$ cat config.mk
export PLATFORM = sky130hd
export DESIGN_NAME = regfile_write_sequencer_flat
export DESIGN_NICKNAME = d
export VERILOG_FILES = /design/src/rtl/regfile_write_sequencer_if.sv /design/src/rtl/regfile_write_sequencer.sv /design/src/flat_wrapper.sv
export SDC_FILE = /design/constraint.sdc
export NUM_CORES = 1
export LEC_CHECK = 0
export CORE_ASPECT_RATIO = 1.2
export CORE_MARGIN = 2
export CORE_UTILIZATION = 28
export CTS_CLUSTER_SIZE = 12
export DETAILED_ROUTE_END_ITERATION = 16
export PLACE_DENSITY = 0.72
export SLEW_MARGIN = 5
export SYNTH_ARGS = -nofsm -noshare
export SYNTH_HDL_FRONTEND = slang
export SYNTH_SLANG_ARGS = --single-unit
$ cat constraint.sdc
create_clock -name clk -period 3.6 [get_ports clk]
set_input_delay 0.36 -clock clk [delete_from_list [all_inputs] [get_ports clk]]
set_output_delay 0.36 -clock clk [all_outputs]
set_load 0.02 [all_outputs]
$ cat src/rtl/regfile_write_sequencer_if.sv
// Write-port bus between the WB stage / debug loader (master) and the
// register-file write sequencer (slave).
interface regfile_write_sequencer_if #(
    parameter int ADDR_W = 5,
    parameter int DATA_W = 32,
    parameter int CNT_W  = 8
);
    logic              wb_valid;
    logic [ADDR_W-1:0] wb_addr;
    logic [DATA_W-1:0] wb_data;
    logic              timer_intrpt;
    logic              ext_intrpt;
    logic              dbg_req;
    logic [ADDR_W-1:0] dbg_addr;
    logic [DATA_W-1:0] dbg_data;
    logic              dbg_ack;
    logic [ADDR_W-1:0] rf_write_addr;
    logic [DATA_W-1:0] rf_write_data;
    logic              rf_we_n;
    logic              busy;
    logic [CNT_W-1:0]  wb_drop_cnt;

    modport master (
        output wb_valid, wb_addr, wb_data, timer_intrpt, ext_intrpt,
               dbg_req, dbg_addr, dbg_data,
        input  dbg_ack, rf_write_addr, rf_write_data, rf_we_n, busy, wb_drop_cnt
    );

    modport slave (
        input  wb_valid, wb_addr, wb_data, timer_intrpt, ext_intrpt,
               dbg_req, dbg_addr, dbg_data,
        output dbg_ack, rf_write_addr, rf_write_data, rf_we_n, busy, wb_drop_cnt
    );
endinterface

$ cat src/rtl/regfile_write_sequencer.sv
// Single write port arbiter for the integer register file: post-reset clear,
// WB writeback with interrupt suppression, and debug loader. Clear is built only with RF_CLEAR_EN.
module regfile_write_sequencer #(
    parameter int ADDR_W   = 5,
    parameter int DATA_W   = 32,
    parameter int NUM_REGS = 32,
    parameter int CNT_W    = 8
) (
    input  logic                        clk,
    input  logic                        reset,
    regfile_write_sequencer_if.slave    bus
);
    localparam logic [0:0] ST_CLEAR = 1'b0;
    localparam logic [0:0] ST_RUN   = 1'b1;

    if (NUM_REGS < 2 || NUM_REGS > (1 << ADDR_W)) begin : g_bad_num_regs
        $error("NUM_REGS out of range for ADDR_W");
    end

    logic              intr_q;
    logic              wb_sup;
    logic              wb_go;
    logic              dbg_go;
    logic [0:0]        state;
    logic [ADDR_W-1:0] addr_q;
    logic [DATA_W-1:0] data_q;
    logic              we_n_q;
    logic              ack_q;
    logic [CNT_W-1:0]  drop_q;

    // Suppression window is the interrupt cycle plus the one after it.
    always_comb begin
        wb_sup = bus.wb_valid & (bus.timer_intrpt | bus.ext_intrpt | intr_q);
        wb_go  = bus.wb_valid & ~wb_sup;
        dbg_go = ~wb_go & bus.dbg_req & ~ack_q;
    end

`ifdef RF_CLEAR_EN
    localparam logic [ADDR_W-1:0] LAST_REG = ADDR_W'(NUM_REGS - 1);
    logic [ADDR_W-1:0] clr_ptr;
    logic              busy_q;

    always_ff @(posedge clk) begin
        if (!reset) begin
            state   <= ST_CLEAR;
            clr_ptr <= ADDR_W'(1);
            busy_q  <= 1'b1;
        end else if (state == ST_CLEAR) begin
            clr_ptr <= clr_ptr + 1'b1;
            if (clr_ptr == LAST_REG) state <= ST_RUN;
            busy_q  <= 1'b1;
        end else begin
            busy_q  <= 1'b0;
        end
    end

    assign bus.busy = busy_q;
`else
    assign state    = ST_RUN;
    assign bus.busy = 1'b0;
`endif

    always_ff @(posedge clk) begin
        if (!reset) begin
            we_n_q <= 1'b1;
            addr_q <= '0;
            data_q <= '0;
            ack_q  <= 1'b0;
            drop_q <= '0;
            intr_q <= 1'b0;
        end else begin
            intr_q <= bus.timer_intrpt | bus.ext_intrpt;
            we_n_q <= 1'b1;
            ack_q  <= 1'b0;
            if (state == ST_CLEAR) begin
`ifdef RF_CLEAR_EN
                we_n_q <= 1'b0;
                addr_q <= clr_ptr;
                data_q <= '0;
`endif
            end else begin
                // x0 is hardwired: never written and never counted as a drop.
                if (wb_sup && bus.wb_addr != '0 && drop_q != {CNT_W{1'b1}})
                    drop_q <= drop_q + 1'b1;
                if (wb_go) begin
                    if (bus.wb_addr != '0) begin
                        we_n_q <= 1'b0;
                        addr_q <= bus.wb_addr;
                        data_q <= bus.wb_data;
                    end
                end else if (dbg_go) begin
                    ack_q <= 1'b1;
                    if (bus.dbg_addr != '0) begin
                        we_n_q <= 1'b0;
                        addr_q <= bus.dbg_addr;
                        data_q <= bus.dbg_data;
                    end
                end
            end
        end
    end

    assign bus.rf_we_n       = we_n_q;
    assign bus.rf_write_addr = addr_q;
    assign bus.rf_write_data = data_q;
    assign bus.dbg_ack       = ack_q;
    assign bus.wb_drop_cnt   = drop_q;
endmodule

$ cat src/flat_wrapper.sv
// flat-port wrapper written by rule: the top's interface ports become plain ports
module regfile_write_sequencer_flat 
#(
    parameter int ADDR_W   = 5,
    parameter int DATA_W   = 32,
    parameter int NUM_REGS = 32,
    parameter int CNT_W    = 8
)
  (clk, reset, bus_wb_valid, bus_wb_addr, bus_wb_data, bus_timer_intrpt, bus_ext_intrpt, bus_dbg_req, bus_dbg_addr, bus_dbg_data, bus_dbg_ack, bus_rf_write_addr, bus_rf_write_data, bus_rf_we_n, bus_busy, bus_wb_drop_cnt);
  regfile_write_sequencer_if #(.ADDR_W(ADDR_W), .DATA_W(DATA_W), .CNT_W(CNT_W)) bus_i ();
  input  logic clk;
  input  logic reset;
  input wire logic [$bits(bus_i.wb_valid)-1:0] bus_wb_valid;
  input wire logic [$bits(bus_i.wb_addr)-1:0] bus_wb_addr;
  input wire logic [$bits(bus_i.wb_data)-1:0] bus_wb_data;
  input wire logic [$bits(bus_i.timer_intrpt)-1:0] bus_timer_intrpt;
  input wire logic [$bits(bus_i.ext_intrpt)-1:0] bus_ext_intrpt;
  input wire logic [$bits(bus_i.dbg_req)-1:0] bus_dbg_req;
  input wire logic [$bits(bus_i.dbg_addr)-1:0] bus_dbg_addr;
  input wire logic [$bits(bus_i.dbg_data)-1:0] bus_dbg_data;
  output wire logic [$bits(bus_i.dbg_ack)-1:0] bus_dbg_ack;
  output wire logic [$bits(bus_i.rf_write_addr)-1:0] bus_rf_write_addr;
  output wire logic [$bits(bus_i.rf_write_data)-1:0] bus_rf_write_data;
  output wire logic [$bits(bus_i.rf_we_n)-1:0] bus_rf_we_n;
  output wire logic [$bits(bus_i.busy)-1:0] bus_busy;
  output wire logic [$bits(bus_i.wb_drop_cnt)-1:0] bus_wb_drop_cnt;
  assign bus_i.wb_valid = bus_wb_valid;
  assign bus_i.wb_addr = bus_wb_addr;
  assign bus_i.wb_data = bus_wb_data;
  assign bus_i.timer_intrpt = bus_timer_intrpt;
  assign bus_i.ext_intrpt = bus_ext_intrpt;
  assign bus_i.dbg_req = bus_dbg_req;
  assign bus_i.dbg_addr = bus_dbg_addr;
  assign bus_i.dbg_data = bus_dbg_data;
  assign bus_dbg_ack = bus_i.dbg_ack;
  assign bus_rf_write_addr = bus_i.rf_write_addr;
  assign bus_rf_write_data = bus_i.rf_write_data;
  assign bus_rf_we_n = bus_i.rf_we_n;
  assign bus_busy = bus_i.busy;
  assign bus_wb_drop_cnt = bus_i.wb_drop_cnt;
  regfile_write_sequencer #(.ADDR_W(ADDR_W), .DATA_W(DATA_W), .NUM_REGS(NUM_REGS), .CNT_W(CNT_W)) u_core (.clk(clk), .reset(reset), .bus(bus_i));
endmodule
==> summary.txt, run 1 <==
Status
  • Status: finished clean

CTS
  • CTS max path bufs: 2
  • Post-CTS sizing: 0
  • CTS Buf Count: 5
  • H-Tree Depth: 2
  • Worst-path clk slew: 90 ps
  • Clk_lat worst skew: 290 ps
  • CTS root buffer: clkbuf_8
  • CTS Sinks: 48
  • Postcts setup bufs: 0
  • Post-CTS Hold Buffers: 0
  • CTS tree: built

Synthesis
  • Total nets after synthesis: 315
  • Syn. warnings: 0
  • Seq/Total Area, Yosys: 40.83%
  • Dominant cell by count in the synthesized netlist: dfxtp_1
  • Yosys reg bits: 48
  • Main flop type after synthesis: dfxtp_1
  • Syn Inst Count: 234
  • Top cell type's share of synthesized area: 40.83%
  • Cell Area, Synth: 0.002354 sq mm
  • Ys async rst share: 0%
  • Synth cell count leaders: dfxtp_1, mux2i_1, o21ai_1
  • EDFF count, synth: 0
  • Area leader, netlist: dfxtp_1
  • Library cells used by synthesis: 30
  • Syn_area_per_cell: 10.06 sq um
  • Synth top area cells: dfxtp_1, mux2i_1, o211a_1

Layout
  • Final Core Density: 46.33%
  • Layout cell share with drive strength beyond 1: 4.023%
  • Synthesis-to-finish area growth: 60.50%
  • Final Cell Area: 0.003777 sq mm
  • Area of the multi-input gates: 0.001276 sq mm
  • FILL cells: 815
  • Fin nets: 428
  • Antenna cells: 0
  • Reg area: 960.9 sq um

Global route
  • Vias in the first global route: 2276
  • First-pass GRT wire length: 10770 microns
  • Pin count of the biggest net entering global routing: 53
  • Initial antenna violation count: 0
  • GRT Util Overall: 14.26%
  • Congestion Overflow GR: 0

Critical path
  • R2r setup slk: 1410 ps
  • FF-to-FF End: u_core.bus.rf_write_addr[2]
  • Worst path required time: 3840 ps
  • Reg-to-Reg Start: u_core.intr_q
  • Setup CP Type: primary input to flop
  • CP arrival: 2720 ps
  • CP Launch Type: primary input
  • Worst-path maximum fanout: 38
  • R2R cell count: 5
  • Critical Path Sink Type: flop

Timing
  • Relative slew margins: 38.81%
  • Hold Vio Cnt, Final: 0
  • Setup WS post-layout: 1117 ps
  • RSZ-0062 raised after global routing: no
  • Count of final setup violators: 0
  • Setup tns final: 0 ps
  • Minimum clock period: 2483 ps
  • Worst slew pin tran: 917.9 ps
  • Max Clk Rate: 402.8 MHz
  • Slew Limit Fails: 0
  • Final Skew: 3.573 ps
  • Tcrit/Tclk final: 68.97%

Min path
  • Hold Path Origin: u_core.bus.wb_drop_cnt[6]
  • Hold crit path type: flop to flop
  • Hold path depth: 2
  • Hold Path Sink: u_core.bus.wb_drop_cnt[6]

Floorplanning
  • IO Count: 128
  • Row count: 36
  • Die width: 87.69 microns
  • Core area: 0.008153 sq mm
  • Chip height: 104.4 microns
  • Starting Density: 28.87%
  • Die Area: 0.009157 sq mm

Power
  • PwrDens: 358.0 mW/mm^2
  • Internal power: 0.0009893 W
  • Flop pwr share: 44.4%
  • NetSw: 0.0003628 W
  • Power share of the clock group: 28.2%
  • Switching share of total power: 26.83%
  • Worst IR Drop VDD: 0.0001743 V
  • Combinational power share: 27.4%
  • Leak pwr: 1.588 nW

Place
  • Post-Place Setup Slack: 792.3 ps
  • Placer Congestion: 0.7545
  • Placed Area: 0.003670 sq mm
  • I/O Buffers: 126
  • HPWL Detailed: 4656 microns

Drt
  • Total Wirelength: 6505 microns
  • Via-to-Cell Ratio: 4.781
  • Initial DRT Pass Iterations: 4
  • Post-route ant nets: 0
  • DRT iter0 DRCs: 53
  • Vias: 2209
  • Drt wl/cell: 14.08 microns
  • DRC: 0

Flow run
  • Max-cap viol count: 0
worst max path at each step:
stage | start | to | slack, ps | cells past startpoint
2_1_floorplan | bus_wb_addr[2] | u_core.bus.rf_write_addr[0] | 1740 | 6
3_3_place_gp | bus_ext_intrpt | u_core.bus.rf_we_n | 860 | 6
3_5_place_dp | bus_ext_intrpt | u_core.bus.rf_write_addr[2] | 790 | 6
4_1_cts | bus_ext_intrpt | u_core.bus.rf_write_data[20] | 1100 | 6
5_1_grt | bus_ext_intrpt | u_core.bus.rf_write_data[20] | 930 | 6
6_report | bus_ext_intrpt | u_core.bus.rf_write_addr[2] | 1120 | 6
kinds of logic after synthesis:
| group | Yosys count | share of synthesized area [%] |
|---|---|---|
| compound gates | 87 | 27.80 |
| fa+ha+maj | 1 | 0.5315 |
| buf+inv | 25 | 5.476 |
| flops | 48 | 40.83 |
| mux | 40 | 17.01 |
| other cells | 1 | 0.1593 |
| simple gates | 32 | 8.187 |
worst max-delay path: stages:
cell and delay [ps]:
clkdlybuf4s50_1 480, nor4b_4 600, o21a_1 540, or2_1 170
buf_4 360, o211a_1 190
final cells by class:
cell class / count / share of cell area [%]
tap: 114 / 3.776
inverter: 1 / 0.09937
multi-input combinational: 161 / 33.79
clock inverter: 2 / 0.9275
sequential: 48 / 25.44
timing repair buffer: 130 / 34.05
clock buffer: 6 / 1.921
layer usage:
layer	wire length [microns]	vias to the layer above	track usage [%]
met1	2841	1019	17.39
met4	17	0	2.967
met2	3101	81	23.81
li1	-	1107	-
met5	0	-	0
met3	545	2	5.159
state kept, by name, summed over array words and instances (netlist names):
register	flops
u_core.bus.dbg_ack	1
u_core.bus.rf_write_data	32
u_core.bus.rf_write_addr	5
u_core.intr_q	1
u_core.bus.wb_drop_cnt	8
u_core.bus.rf_we_n	1
cell usage in the layout (no fill, tap or decap), types with 2 or more instances in the layout:
master           count
mux2i_1             40
o21ai_1             38
nand2b_1             4
buf_4                4
clkdlybuf4s50_1    125
or4_1                4
o211a_1             37
nor3b_1              2
dfxtp_1             48
nor2_1               2
o31ai_1              2
nand2_1              9
a21boi_1             4
nand3_1              4
clkbuf_8             5
nor4_1               3
o21a_1               2
power by group through the flow:
stage	sequential [W]	clock, W	combinational, W
floorplan	0.000664	0	0.000124
global placement	0.000611	0	0.000369
detailed placement	0.000612	0	0.000374
CTS	0.000600	0.000398	0.000376
global route	0.000606	0.000419	0.000398
finish	0.000600	0.000381	0.000371
per-stage QoR:
stage | power (W) | hold slack [ps] | cells
6_report | 0.001352 | 498.6 | 462
5_1_grt | 0.001423 | 529.3 | 462
4_1_cts | 0.001374 | 506.5 | 462
2_1_floorplan | 0.0007886 | 470.2 | 234
3_5_place_dp | 0.0009860 | 486.6 | 454
3_3_place_gp | 0.0009805 | 478.8 | 454
Note: power is estimated with default switching activity, not from simulation.
==> run 2: changes to the inputs <==
Clock period 3.6 ns to 2.4 ns, I/O delays scaled along.
==> run 2 against run 1 <==
Via count rose by 1.3%. Wire length rose by 3.3%. Utilization rose by 0.74 points. Worst hold slack improved by 2.3 ps. First-iteration DRC count rose by 21%. Clock skew rose by 1.5 ps. Register-to-register slack got worse by 760 ps. Critical path type unchanged. Critical endpoint is now u_core.bus.rf_write_data[11]. Largest cell class unchanged. Highest routed layer unchanged.
==> summary.txt, run 2 (same netlist as run 1, synthesis figures left out) <==
Timing
  • Max Clk Rate: 516.9 MHz
  • Slew Limit Fails: 0 (unchanged)
  • Tcrit/Tclk final: 80.61%
  • Hold Vio Cnt, Final: 0 (unchanged)
  • Worst slew pin tran: 906.7 ps (was 917.9 ps)
  • Setup WS post-layout: 465.3 ps (was 1117 ps)
  • RSZ-0062 raised after global routing: no (unchanged)
  • Final Skew: 5.030 ps (was 3.573 ps)
  • Relative slew margins: 39.55% (was 38.81%)
  • Count of final setup violators: 0 (unchanged)
  • Setup tns final: 0 ps (unchanged)
  • Minimum clock period: 1935 ps

Global route
  • Initial antenna violation count: 0 (unchanged)
  • GRT Util Overall: 14.30% (was 14.26%)
  • Congestion Overflow GR: 0 (unchanged)
  • First-pass GRT wire length: 10720 microns (was 10770 microns)
  • Vias in the first global route: 2231 (was 2276)
  • Pin count of the biggest net entering global routing: 53 (unchanged)

Layout
  • Non-filler cells, final: 468 (was 462)
  • Max reg flops: 32 (unchanged)
  • Layout cell share with drive strength beyond 1: 5.932% (was 4.023%)
  • Most common cell after layout, fill and taps aside: clkdlybuf4s50_1 (unchanged)
  • Final Cell Area: 0.003837 sq mm (was 0.003777 sq mm)
  • Fin nets: 434 (was 428)
  • FILL cells: 796 (was 815)
  • Antenna cells: 0 (unchanged)
  • Final Core Density: 47.07% (was 46.33%)
  • Most frequent cells in the layout: clkdlybuf4s50_1, dfxtp_1, mux2i_1, o21ai_1, o211a_1 (unchanged)
  • Synthesis-to-finish area growth: 63.05% (was 60.50%)

CTS
  • Worst-path clk slew: 90 ps (about the same)
  • Postcts setup bufs: 0 (unchanged)
  • CTS Buf Count: 5 (unchanged)
  • CTS tree: built (unchanged)
  • CTS root buffer: clkbuf_8 (unchanged)
  • Post-CTS Hold Buffers: 0 (unchanged)
  • CTS max path bufs: 2 (unchanged)
  • Clk_lat worst skew: 290 ps (about the same)
  • CTS Sinks: 48 (unchanged)
  • Post-CTS sizing: 0 (unchanged)
  • H-Tree Depth: 2 (unchanged)

Floorplanning
  • Core area: 0.008153 sq mm (unchanged)
  • Die Area: 0.009157 sq mm (unchanged)
  • Chip height: 104.4 microns (unchanged)
  • Die width: 87.69 microns (unchanged)
  • Starting Density: 28.87% (unchanged)
  • IO Count: 128 (unchanged)
  • Row count: 36 (unchanged)

Critical path
  • Reg-to-Reg Start: u_core.intr_q (unchanged)
  • Worst path required time: 2590 ps (was 3840 ps)
  • End of the critical path: u_core.bus.rf_write_data[11] (was u_core.bus.rf_write_addr[2])
  • CP Launch Type: primary input (unchanged)
  • R2R cell count: 6 (was 5)
  • CP arrival: 2130 ps (was 2720 ps)
  • Critical Path Sink Type: flop (unchanged)
  • FF-to-FF End: u_core.bus.rf_write_data[11] (was u_core.bus.rf_write_addr[2])
  • Worst Setup SP: bus_ext_intrpt (unchanged)
  • Worst-path maximum fanout: 31 (was 38)
  • R2r setup slk: 650 ps (was 1410 ps)
  • Setup CP Type: primary input to flop (unchanged)

Drt
  • Initial DRT Pass Iterations: 4 (unchanged)
  • Via-to-Cell Ratio: 4.782 (was 4.781)
  • Total Wirelength: 6719 microns (was 6505 microns)
  • DRC: 0 (unchanged)
  • Drt wl/cell: 14.36 microns (was 14.08 microns)
  • Post-route ant nets: 0 (unchanged)
  • Vias: 2238 (was 2209)
  • DRT iter0 DRCs: 64 (was 53)

Power
  • Worst IR Drop VDD: 0.0002378 V (was 0.0001743 V)
  • PwrDens: 516.4 mW/mm^2 (was 358.0 mW/mm^2)
  • Leak pwr: 1.614 nW (was 1.588 nW)

Place
  • Placed Area: 0.003740 sq mm (was 0.003670 sq mm)
  • Placer Congestion: 0.7010 (was 0.7545)
  • HPWL Detailed: 4864 microns (was 4656 microns)
  • Dpl cells: 460 (was 454)
  • Post-Place Setup Slack: 131.9 ps (was 792.3 ps)
  • I/O Buffers: 126 (unchanged)

Status
  • Status: finished clean (unchanged)

Flow run
  • Max-cap viol count: 0 (unchanged)

Min path
  • Hold path depth: 2 (unchanged)
  • Hold crit path type: flop to flop (unchanged)
-- run 2: cell types whose count changed in the layout (fill, tap and decap cells not counted), sizes merged --
cell	change
buf	+6
bufinv	-1
clkinv	-1
clkinvlp	+2
-- run 2: through the flow --
step	hold WS [ps]	power (W)
4_1_cts	501.3	0.002014
3_5_place_dp	485.3	0.001496
3_3_place_gp	478.6	0.001486
5_1_grt	517.6	0.002088
6_report	500.9	0.001982
2_1_floorplan	350.2	0.001183
-- run 2: final cells by class --
cell class / count / area (sq um) / share of cell area [%]
clock buffers: 6 / 82.58 / 2.152
clock inverters: 2 / 15.01 / 0.3913
inverters: 1 / 3.754 / 0.09782
multi-input cells: 161 / 1276 / 33.26
flip-flops and latches: 48 / 960.9 / 25.04
well taps: 114 / 142.6 / 3.717
repair buffers: 136 / 1356 / 35.34
-- run 2: worst max-delay path: stages --
cell and delay [ps]:
clkdlybuf4s50_1 490, nor4b_4 470, buf_4 200, a211oi_4 40, or2_1 280, buf_12 180, o211a_1 220
-- run 2: how the worst min path moves through the flow --
| stage | from | to | slack, ps |
|---|---|---|---|
| 3_5_place_dp | u_core.bus.rf_write_data[19] | u_core.bus.rf_write_data[19] | 490 |
| 2_1_floorplan | bus_timer_intrpt | u_core.intr_q | 350 |
| 6_report | u_core.bus.wb_drop_cnt[6] | u_core.bus.wb_drop_cnt[6] | 500 |
| 3_3_place_gp | u_core.bus.rf_write_data[19] | u_core.bus.rf_write_data[19] | 480 |
| 5_1_grt | u_core.bus.rf_write_addr[4] | u_core.bus.rf_write_addr[4] | 520 |
| 4_1_cts | u_core.bus.wb_drop_cnt[6] | u_core.bus.wb_drop_cnt[6] | 500 |
-- run 2: per-layer routing --
layer	global-route usage, %	part of all wire [%]	up-vias
met4	2.637	0.68	0
met5	0	0	-
met2	24.68	50	87
met1	17.19	42	1033
li1	-	-	1114
met3	4.683	7.6	4
-- run 2: report_power, final --
part	total [W]	switching [W]	internal (W)
Combinational	0.000572	0.000249	0.000323
Sequential	0.000901	0.0000374	0.000864
Clock	0.000509	0.000276	0.000234
==> run 3: changes to the inputs <==
Clock period 2.4 ns to 1.8 ns, I/O delays scaled along.
==> run 3 against run 2 <==
Global-route usage rose by 0.79 points. Non-clock buffer count rose by 10. Worst setup slack got worse by 400 ps. Die area did not move. Clock-buffer cell count did not move. Worst hold slack got worse by 200 ps. Critical path type unchanged.
==> summary.txt, run 3 (same netlist as run 1, synthesis figures left out) <==
Status
  • Status: finished clean (unchanged)

Place
  • Placer Congestion: 0.7187 (was 0.7010)
  • Post-Place Setup Slack: -329.3 ps (was 131.9 ps)
  • HPWL Detailed: 4808 microns (was 4864 microns)
  • I/O Buffers: 126 (unchanged)

Power
  • Worst IR Drop VDD: 0.0003324 V (was 0.0002378 V)
  • Leak pwr: 1.736 nW (was 1.614 nW)
  • PwrDens: 698.3 mW/mm^2 (was 516.4 mW/mm^2)

Layout
  • Final Core Density: 49.52% (was 47.07%)
  • Max reg flops: 32 (unchanged)
  • Antenna cells: 0 (unchanged)
  • Fin nets: 444 (was 434)
  • Most common cell after layout, fill and taps aside: clkdlybuf4s50_1 (unchanged)
  • Layout cell share with drive strength beyond 1: 9.066% (was 5.932%)
  • FILL cells: 787 (was 796)
  • Synthesis-to-finish area growth: 71.56% (was 63.05%)
  • Most frequent cells in the layout: clkdlybuf4s50_1, dfxtp_1, mux2i_1, o21ai_1, o211a_1 (unchanged)

Global route
  • Congestion Overflow GR: 0 (unchanged)
  • Vias in the first global route: 2259 (was 2231)
  • Pin count of the biggest net entering global routing: 38 (was 53)
  • Initial antenna violation count: 0 (unchanged)
  • First-pass GRT wire length: 11090 microns (was 10720 microns)
  • GRT Util Overall: 15.10% (was 14.30%)

Timing
  • Max Clk Rate: 576.4 MHz
  • Worst slew pin tran: 545.3 ps (was 906.7 ps)
  • Relative slew margins: 63.64% (was 39.55%)
  • Slew Limit Fails: 0 (unchanged)
  • RSZ-0062 raised after global routing: yes (was no)
  • Minimum clock period: 1735 ps
  • Count of final setup violators: 0 (unchanged)
  • Hold Vio Cnt, Final: 0 (unchanged)
  • Setup WS post-layout: 65.07 ps (was 465.3 ps)
  • Final Skew: 4.248 ps (was 5.030 ps)
  • Tcrit/Tclk final: 96.38%

Floorplanning
  • Row count: 36 (unchanged)
  • IO Count: 128 (unchanged)
  • Core area: 0.008153 sq mm (unchanged)
  • Die Area: 0.009157 sq mm (unchanged)
  • Chip height: 104.4 microns (unchanged)
  • Starting Density: 28.87% (unchanged)
  • Die width: 87.69 microns (unchanged)

Critical path
  • Critical Path Sink Type: flop (unchanged)
  • Reg-to-Reg Start: u_core.intr_q (unchanged)
  • Worst-path maximum fanout: 7 (was 31)
  • Setup CP Type: primary input to flop (unchanged)
  • CP arrival: 1930 ps (was 2130 ps)
  • CP Launch Type: primary input (unchanged)
  • Worst path required time: 2000 ps (was 2590 ps)
  • Worst Setup SP: bus_wb_addr[4] (was bus_ext_intrpt)

Drt
  • Vias: 2267 (was 2238)
  • DRT iter0 DRCs: 76 (was 64)
  • Drt wl/cell: 14.53 microns (was 14.36 microns)
  • Initial DRT Pass Iterations: 4 (unchanged)
  • DRC: 0 (unchanged)
  • Via-to-Cell Ratio: 4.743 (was 4.782)
  • Total Wirelength: 6945 microns (was 6719 microns)
  • Post-route ant nets: 0 (unchanged)

Flow run
  • Max-cap viol count: 0 (unchanged)

CTS
  • CTS Sinks: 48 (unchanged)
  • Worst-path clk slew: 90 ps (about the same)
  • Clk_lat worst skew: 300 ps (was 290 ps)
  • H-Tree Depth: 2 (unchanged)
  • CTS tree: built (unchanged)
  • CTS Buf Count: 5 (unchanged)
  • CTS max path bufs: 2 (unchanged)
  • CTS root buffer: clkbuf_8 (unchanged)

Min path
  • Hold Path Origin: bus_timer_intrpt (was u_core.bus.wb_drop_cnt[6])
  • Hold crit path type: primary input to flop (was flop to flop)
[run 3: area by class of cell]
| cell class | count | area, sq um | share of cell area (%) |
|---|---|---|---|
| Timing Repair Buffer | 146 | 1539 | 38.12 |
| Inverter | 1 | 3.754 | 0.09297 |
| Tap cell | 114 | 142.6 | 3.533 |
| Clock inverter | 2 | 35.03 | 0.8677 |
| Multi-Input combinational cell | 161 | 1282 | 31.76 |
| Sequential cell | 48 | 962.2 | 23.83 |
| Clock buffer | 6 | 72.57 | 1.797 |
[run 3: power by group]
group          leakage, nW  switching (W)  internal (W)
combinational         1.28       0.000351      0.000495
sequential           0.397      0.0000507       0.00115
clock               0.0552       0.000359      0.000413
[run 3: per-layer routing]
| layer | GRT usage, % | routed length (microns) | vias up |
|---|---|---|---|
| li1 | - | - | 1138 |
| met1 | 19.69 | 3093 | 1028 |
| met2 | 24.19 | 3234 | 93 |
| met3 | 4.206 | 517 | 8 |
| met4 | 4.066 | 100 | 0 |
| met5 | 0 | 0 | - |
[run 3: path summary, 6_finish.rpt]
path	to	slack, ps	cells past startpoint
worst max-delay path	u_core.bus.rf_write_data[9]	70	6
worst max register to register	u_core.bus.rf_write_data[9]	70	6
worst min-delay path	u_core.intr_q	300	3
worst min register to register	u_core.bus.wb_drop_cnt[1]	500	2
[run 3: timing repair]
action	4_1_cts	5_1_grt
pin swaps	3	1
gates resized for setup	9	3
endpoints found under the setup margin	33	36
setup buffers	3	0
cloned	3	0
hold buffers	0	0
[run 3: critical path: stages]
cell           delay (ps)
dlygate4sd2_1         240
or4_4                 540
o21a_1                210
or2_4                 290
bufbuf_16             280
o211a_1               190
[run 3: per-stage QoR]
| stage | hold slack (ps) | TNS, ps | cell area (sq um) | std cells | power [W] |
|---|---|---|---|---|---|
| final | 300.5 | 0 | 4038 | 478 | 0.002820 |
| after global routing | 310.2 | -71.67 | 4038 | 478 | 0.002955 |
| after CTS | 303.6 | 0 | 4030 | 478 | 0.002851 |
| after detailed placement | 485.3 | -12480 | 3790 | 465 | 0.002003 |
| after global placement | 478.9 | -11680 | 3790 | 465 | 0.001992 |
| after floorplan | 290.2 | 0 | 2354 | 234 | 0.001577 |
